===== src/rtl/coso_config_search_if.sv =====
// Coherent-sampler handshake bundle (CSCnt/CSReq/CSAck) between the sampler and
// the configuration search controller.
interface coso_config_search_if #(
  parameter int unsigned CSCntLength = 16
) ();
  logic [CSCntLength-1:0] CSCnt;
  logic                   CSReq;
  logic                   CSAck;

  modport master (output CSCnt, output CSReq, input CSAck);
  modport slave  (input CSCnt, input CSReq, output CSAck);
endinterface


===== src/rtl/coso_config_search.sv =====
// COSO TRNG configuration search: scores every RO0/RO1 configuration over a window of
// coherent-sampler counts, first-fit or best-fit, and re-searches after sustained lock loss.
module coso_config_search #(
  parameter int unsigned CSCntLength  = 16,
  parameter int unsigned NBCheckbits  = 10,
  parameter int unsigned ROLength     = 3,
  parameter int unsigned NBSamplesLog = 4,
  parameter int unsigned LockLossMax  = 2
) (
  input  logic                      clk,
  input  logic                      rst,
  coso_config_search_if.slave       cs,
  input  logic                      start,
  input  logic                      mode,
  input  logic [NBCheckbits-1:0]    threshL,
  input  logic [NBCheckbits-1:0]    threshH,
  input  logic [NBSamplesLog:0]     samplesMin,
  output logic [2*ROLength-1:0]     RO0Sel,
  output logic [2*ROLength-1:0]     RO1Sel,
  output logic                      matched,
  output logic                      noFound,
  output logic                      busy,
  output logic [NBSamplesLog:0]     bestScore
);
  localparam int unsigned CW = 4 * ROLength;
  localparam int unsigned SW = NBSamplesLog + 1;
  localparam int unsigned LW = $clog2(LockLossMax + 1);

  localparam logic [1:0] IDLE   = 2'd0;
  localparam logic [1:0] SEARCH = 2'd1;
  localparam logic [1:0] LOCKED = 2'd2;
  localparam logic [1:0] FAILED = 2'd3;

  logic [1:0]              state_q, state_d;
  logic [CW-1:0]           cfg_q, cfg_d, best_cfg_q, best_cfg_d;
  logic [NBSamplesLog-1:0] smp_q, smp_d;
  logic [SW-1:0]           good_q, good_d, best_q, best_d;
  logic [LW-1:0]           loss_q, loss_d;
  logic                    ack_q, ack_d, matched_q, matched_d;
  logic                    nofound_q, nofound_d, busy_q, busy_d;
  logic [NBCheckbits-1:0]  thl_q, thl_d, thh_q, thh_d;
  logic [SW-1:0]           smin_q, smin_d;
  logic                    mode_q, mode_d;

  logic [NBCheckbits-1:0] top;
  logic                   cnt_unused;
  logic                   accept, active, win_end, is_good, last_cfg, better, relock;
  logic [SW-1:0]          score;

  assign top        = cs.CSCnt[CSCntLength-1 -: NBCheckbits];
  assign cnt_unused = ^cs.CSCnt;
  assign accept     = cs.CSReq & ~ack_q;
  assign active     = (state_q == SEARCH) || (state_q == LOCKED);
  assign win_end    = accept & active & (&smp_q);
  // An empty or inverted threshold range naturally yields no good samples.
  assign is_good    = (top >= thl_q) && (top < thh_q);
  assign score      = good_q + SW'(is_good);
  assign last_cfg   = &cfg_q;
  assign better     = score > best_q;

  always_comb begin
    state_d    = state_q;
    cfg_d      = cfg_q;
    best_cfg_d = best_cfg_q;
    smp_d      = smp_q;
    good_d     = good_q;
    best_d     = best_q;
    loss_d     = loss_q;
    matched_d  = matched_q;
    nofound_d  = nofound_q;
    busy_d     = busy_q;
    thl_d      = thl_q;
    thh_d      = thh_q;
    smin_d     = smin_q;
    mode_d     = mode_q;
    relock     = 1'b0;
    ack_d      = accept;

    if (accept && active) begin
      smp_d  = smp_q + 1'b1;
      good_d = win_end ? '0 : score;
    end

    if (win_end) begin
      case (state_q)
        SEARCH: begin
          if (!mode_q) begin
            if (better) best_d = score;
            if (score >= smin_q) begin
              state_d   = LOCKED;
              matched_d = 1'b1;
              busy_d    = 1'b0;
            end else if (last_cfg) begin
              state_d   = FAILED;
              nofound_d = 1'b1;
              busy_d    = 1'b0;
            end else begin
              cfg_d = cfg_q + 1'b1;
            end
          end else begin
            // Strict compare keeps the earliest configuration on ties.
            if (better) begin
              best_d     = score;
              best_cfg_d = cfg_q;
            end
            if (last_cfg) begin
              busy_d = 1'b0;
              if (best_d >= smin_q) begin
                cfg_d     = best_cfg_d;
                state_d   = LOCKED;
                matched_d = 1'b1;
              end else begin
                state_d   = FAILED;
                nofound_d = 1'b1;
              end
            end else begin
              cfg_d = cfg_q + 1'b1;
            end
          end
        end
        LOCKED: begin
          if (score < (smin_q >> 1)) begin
            if (loss_q + 1'b1 == LW'(LockLossMax)) relock = 1'b1;
            else loss_d = loss_q + 1'b1;
          end else begin
            loss_d = '0;
          end
        end
        default: ;
      endcase
    end

    if (start || relock) begin
      state_d    = SEARCH;
      cfg_d      = '0;
      best_cfg_d = '0;
      best_d     = '0;
      smp_d      = '0;
      good_d     = '0;
      loss_d     = '0;
      matched_d  = 1'b0;
      nofound_d  = 1'b0;
      busy_d     = 1'b1;
    end
    if (start) begin
      thl_d  = threshL;
      thh_d  = threshH;
      smin_d = samplesMin;
      mode_d = mode;
    end
  end

  always_ff @(posedge clk) begin
    if (rst) begin
      state_q    <= IDLE;
      cfg_q      <= '0;
      best_cfg_q <= '0;
      smp_q      <= '0;
      good_q     <= '0;
      best_q     <= '0;
      loss_q     <= '0;
      ack_q      <= 1'b0;
      matched_q  <= 1'b0;
      nofound_q  <= 1'b0;
      busy_q     <= 1'b0;
      thl_q      <= '0;
      thh_q      <= '0;
      smin_q     <= '0;
      mode_q     <= 1'b0;
    end else begin
      state_q    <= state_d;
      cfg_q      <= cfg_d;
      best_cfg_q <= best_cfg_d;
      smp_q      <= smp_d;
      good_q     <= good_d;
      best_q     <= best_d;
      loss_q     <= loss_d;
      ack_q      <= ack_d;
      matched_q  <= matched_d;
      nofound_q  <= nofound_d;
      busy_q     <= busy_d;
      thl_q      <= thl_d;
      thh_q      <= thh_d;
      smin_q     <= smin_d;
      mode_q     <= mode_d;
    end
  end

  assign cs.CSAck  = ack_q;
  assign RO0Sel    = cfg_q[2*ROLength-1:0];
  assign RO1Sel    = cfg_q[CW-1:2*ROLength];
  assign matched   = matched_q;
  assign noFound   = nofound_q;
  assign busy      = busy_q;
  assign bestScore = best_q;
endmodule


===== src/flat_wrapper.sv =====
// flat-port wrapper written by rule: the top's interface ports become plain ports
module coso_config_search_flat 
#(
  parameter int unsigned CSCntLength  = 16,
  parameter int unsigned NBCheckbits  = 10,
  parameter int unsigned ROLength     = 3,
  parameter int unsigned NBSamplesLog = 4,
  parameter int unsigned LockLossMax  = 2
)
  (clk, rst, start, mode, threshL, threshH, samplesMin, RO0Sel, RO1Sel, matched, noFound, busy, bestScore, cs_CSCnt, cs_CSReq, cs_CSAck);
  coso_config_search_if #(.CSCntLength(CSCntLength)) cs_i ();
  input  logic clk;
  input  logic rst;
  input  logic start;
  input  logic mode;
  input  logic [NBCheckbits-1:0] threshL;
  input  logic [NBCheckbits-1:0] threshH;
  input  logic [NBSamplesLog:0] samplesMin;
  output logic [2*ROLength-1:0] RO0Sel;
  output logic [2*ROLength-1:0] RO1Sel;
  output logic matched;
  output logic noFound;
  output logic busy;
  output logic [NBSamplesLog:0] bestScore;
  input wire logic [$bits(cs_i.CSCnt)-1:0] cs_CSCnt;
  input wire logic [$bits(cs_i.CSReq)-1:0] cs_CSReq;
  output wire logic [$bits(cs_i.CSAck)-1:0] cs_CSAck;
  assign cs_i.CSCnt = cs_CSCnt;
  assign cs_i.CSReq = cs_CSReq;
  assign cs_CSAck = cs_i.CSAck;
  coso_config_search #(.CSCntLength(CSCntLength), .NBCheckbits(NBCheckbits), .ROLength(ROLength), .NBSamplesLog(NBSamplesLog), .LockLossMax(LockLossMax)) u_core (.clk(clk), .rst(rst), .cs(cs_i), .start(start), .mode(mode), .threshL(threshL), .threshH(threshH), .samplesMin(samplesMin), .RO0Sel(RO0Sel), .RO1Sel(RO1Sel), .matched(matched), .noFound(noFound), .busy(busy), .bestScore(bestScore));
endmodule

===== config.mk =====
export PLATFORM = sky130hd
export DESIGN_NAME = coso_config_search_flat
export DESIGN_NICKNAME = d
export VERILOG_FILES = /design/src/rtl/coso_config_search_if.sv /design/src/rtl/coso_config_search.sv /design/src/flat_wrapper.sv
export SDC_FILE = /design/constraint.sdc
export NUM_CORES = 1
export LEC_CHECK = 0
export ABC_AREA = 1
export BUFFER_PORTS_ARGS = -buffer_cell sky130_fd_sc_hd__buf_2
export CORE_ASPECT_RATIO = 0.75
export CORE_MARGIN = 4
export CORE_UTILIZATION = 58
export DETAILED_ROUTE_END_ITERATION = 10
export HOLD_SLACK_MARGIN = 0.15
export PLACE_DENSITY_LB_ADDON = 0.05
export SYNTH_ARGS = -nofsm -noshare
export SYNTH_HDL_FRONTEND = slang
export SYNTH_SLANG_ARGS = --single-unit
export TNS_END_PERCENT = 20

===== constraint.sdc =====
create_clock -name clk -period 5.04 [get_ports clk]
set_clock_uncertainty 0.05 [all_clocks]
set_input_delay 0.252 -clock clk [delete_from_list [all_inputs] [get_ports clk]]
set_output_delay 0.252 -clock clk [all_outputs]
set_load 0.05 [all_outputs]

==> impl_metrics.yaml <==
worst_setup_path:
  path_class: "reg -> reg"
  cpMaxStageDelayCell: "ha_1"
  endpoint_kind: "register"
  crit_top_cell: "nand2_1"
  reg2reg_to: "u_core.cfg_q[1]"
  rr_worst_depth: 31
  crit_required_ns: 5.28
  r2r_slack_ns: 0.39
  startpoint_type: "register"
  r2r_start: "u_core.thl_q[5]"
  critPathTopFamily: "simple AND/OR/NAND/NOR gates"
  arrival_ns: 4.88
  path_max_fanout: 14
  slowest_delay_ns: 0.36
  path_buf_inv: 4
timing:
  period_needed_ns: 4.65
  fmax_mhz: 215
  slew_violations: 0
  relSlewSlack_pct: 51.9
  tightestPinTransition_ns: 0.721
  hold_violations: 0
  finalCritPeriodShare_pct: 92.2
  finalSetupViolations: 0
pwr:
  seq_power_share_pct: 45.7
  peakVddDrop_mv: 0.173
  powerDensity_nw_per_um2: 249
  switchingPower_mw: 0.382
  clock_power_share_pct: 35.3
  combPwrFrac_pct: 19.0
  p_leak_nw: 2.46
  internal_power_mw: 0.919
  switching_share_pct: 29.4
floorplan:
  initial_utilization_pct: 59.9
  placementRows: 27
  io_pins: 67
  coreArea_um2: 7360
  die_w_um: 109
  dieArea_um2: 9080
  die_h_um: 83.5
detailed_routing:
  first_pass_iters: 5
  drc: 0
  via_count: 4346
  wl_per_cell_um: 12.8
  detail-route-antenna-nets: 0
  vias_per_cell: 5.31
  drt-total-wl_um: 10500
  drt-initial-drc-count: 243
yosys:
  synthArstFlopShare_pct: 0
  ys_top_cells_by_count: "nand2_1 (143), inv_1 (88), dfxtp_1 (72), a21oi_1 (60), nor2_1 (58)"
  ys.warnings.count: 0
  syn_nets: 722
  ys_seq_area_share_pct: 32.7
  avgSynthCellArea_um2: 6.98
  ys_ff_latch: 72
  yosys.area.top_type: "dfxtp_1"
  synth_edf_count: 0
  postSynthCellCount: 632
  yosysTopAreaCellShare_pct: 32.7
  synth_area_um2: 4410
  synthMostInstantiatedCell: "nand2_1"
  ys.flop_type: "dfxtp_1"
  ys_top_cells_by_area: "dfxtp_1 (33%), ha_1 (12%), nand2_1 (12%), inv_1 (7.5%), a21oi_1 (6.8%)"
  ys_types: 36
clock_network:
  ctsLongestPathBuffers: 2
  tritoncts: "done"
  clkTransAtPathRegs_ns: 0.07
  cts_sinks: 72
  clock_latency_ns: 0.35
  root_buffer: "clkbuf_8"
  htree_levels: 3
  cts-buffers-inserted: 9
placement:
  gp_congestion: 0.860
  place_hpwl_um: 7810
  io_buffers: 60
  placedCellCount: 776
global_routing:
  grt_pass1_wl_um: 18100
  grt_antenna_before_repair: 0
  grt_max_degree: 51
  grt_overflow: 0
  grt_pass1_vias: 4052
  grt_usage_pct: 24.3
cells_and_area:
  layout-drive-gt1-share_pct: 13.8
  layoutNonFillerInstCount: 819
  finish.utilization_pct: 70.9
  areaGrowthSynthToFinish_pct: 18.4
  n_antenna_cell: 0
  finalNetCount: 803
worst_hold_path:
  hold_path.class: "in -> reg"
  hold_end: "u_core.smin_q[4]"
  min_delay_path_depth: 3
  hp-start: "samplesMin[4]"
run:
  drv_cap: 0
outcome:
  status: "finished, final reports clean"
-- registers in the layout (all words and copies together) (netlist names), 2 cells and up --
signal / cells
u_core.loss_q: 2
u_core.state_q: 2
u_core.bestScore: 5
u_core.thh_q: 10
u_core.thl_q: 10
u_core.smin_q: 5
u_core.best_cfg_q: 12
u_core.cfg_q: 12
u_core.smp_q: 4
u_core.good_q: 5
-- cell usage in the layout (no fill, tap or decap), types with 27 or more instances in the layout --
master           n
dlygate4sd3_1   27
ha_1            44
inv_1           88
buf_2           60
nor2_1          58
nand2_1        143
o21ai_0         43
nand3_1         39
dfxtp_1         72
a21oi_1         60
-- power groups by stage --
stage | clock network, mW | logic (mW) | registers [mW]
after global placement | 0 | 0.217 | 0.607
after detailed placement | 0 | 0.226 | 0.607
after floorplan | 0 | 0.165 | 0.607
after global routing | 0.486 | 0.283 | 0.596
after CTS | 0.469 | 0.244 | 0.594
final | 0.459 | 0.248 | 0.594
-- worst max path at each step --
stage	end	depth (start not counted)	slack, ns	from
6_report	u_core.cfg_q[1]	31	0.39	u_core.thl_q[5]
5_1_grt	u_core.cfg_q[7]	32	-0.0007	u_core.thl_q[4]
4_1_cts	u_core.cfg_q[11]	29	0.33	u_core.thl_q[4]
3_5_place_dp	u_core.cfg_q[7]	29	0.32	cs_CSCnt[11]
3_3_place_gp	u_core.cfg_q[9]	29	0.44	cs_CSCnt[11]
2_1_floorplan	u_core.cfg_q[5]	32	1.08	u_core.thl_q[5]
-- final cells by class --
class                   count  area [um2]
clock buffers              10         138
fillers                   659        2140
flip-flops and latches     72        1440
inverters                  90         338
well taps                 101         126
multi-input cells         447        2510
repair buffers             93         616
clock inverters             6        58.8
-- worst reg2reg max path: cells and delay by family (launching register included) --
kind	cells	cell delay [ns]
flip-flops	1	0.31
buffers and inverters	4	0.37
AND/OR/NAND/NOR	21	2.37
AO/OA/AOI/OAI	1	0.16
adder cells (fa/ha/maj)	5	1.34
-- cells by family after synthesis --
logic type	Yosys count	synth area share [%]
AND/OR/NAND/NOR	281	28.9
buffers and inverters	113	10.8
AO/OA/AOI/OAI	110	12.7
flip-flops	72	32.7
adder cells (fa/ha/maj)	44	12.5
XOR/XNOR	12	2.38
-- timing repair --
action                                  4_1_cts  5_1_grt
hold buffers                                 27        0
setup buffers                                 0        0
endpoints found under the setup margin        0       11
hold endpoints to repair                     27        0
gates resized for setup                       0        2
-- metal layers --
metal  share of wire [%]  GRT usage [%]  routed length, um
met1                  49           34.7               5200
met2                  44           37.3               4610
met3                 5.5           4.41                581
met4                 1.3           7.00                138
met5                   0              0                  0
-- stage by stage --
step | setup slack [ns] | cell area (um2) | hold WS [ns] | power (mW) | TNS (ns)
2_1_floorplan | 1.08 | 4410 | 0.271 | 0.772 | 0
3_3_place_gp | 0.437 | 4740 | 0.398 | 0.824 | 0
3_5_place_dp | 0.321 | 4740 | 0.402 | 0.833 | 0
4_1_cts | 0.326 | 5210 | 0.160 | 1.31 | 0
5_1_grt | -0.000723 | 5220 | 0.163 | 1.37 | -0.000723
6_report | 0.393 | 5220 | 0.161 | 1.30 | 0
(Power assumes the default switching activity.)
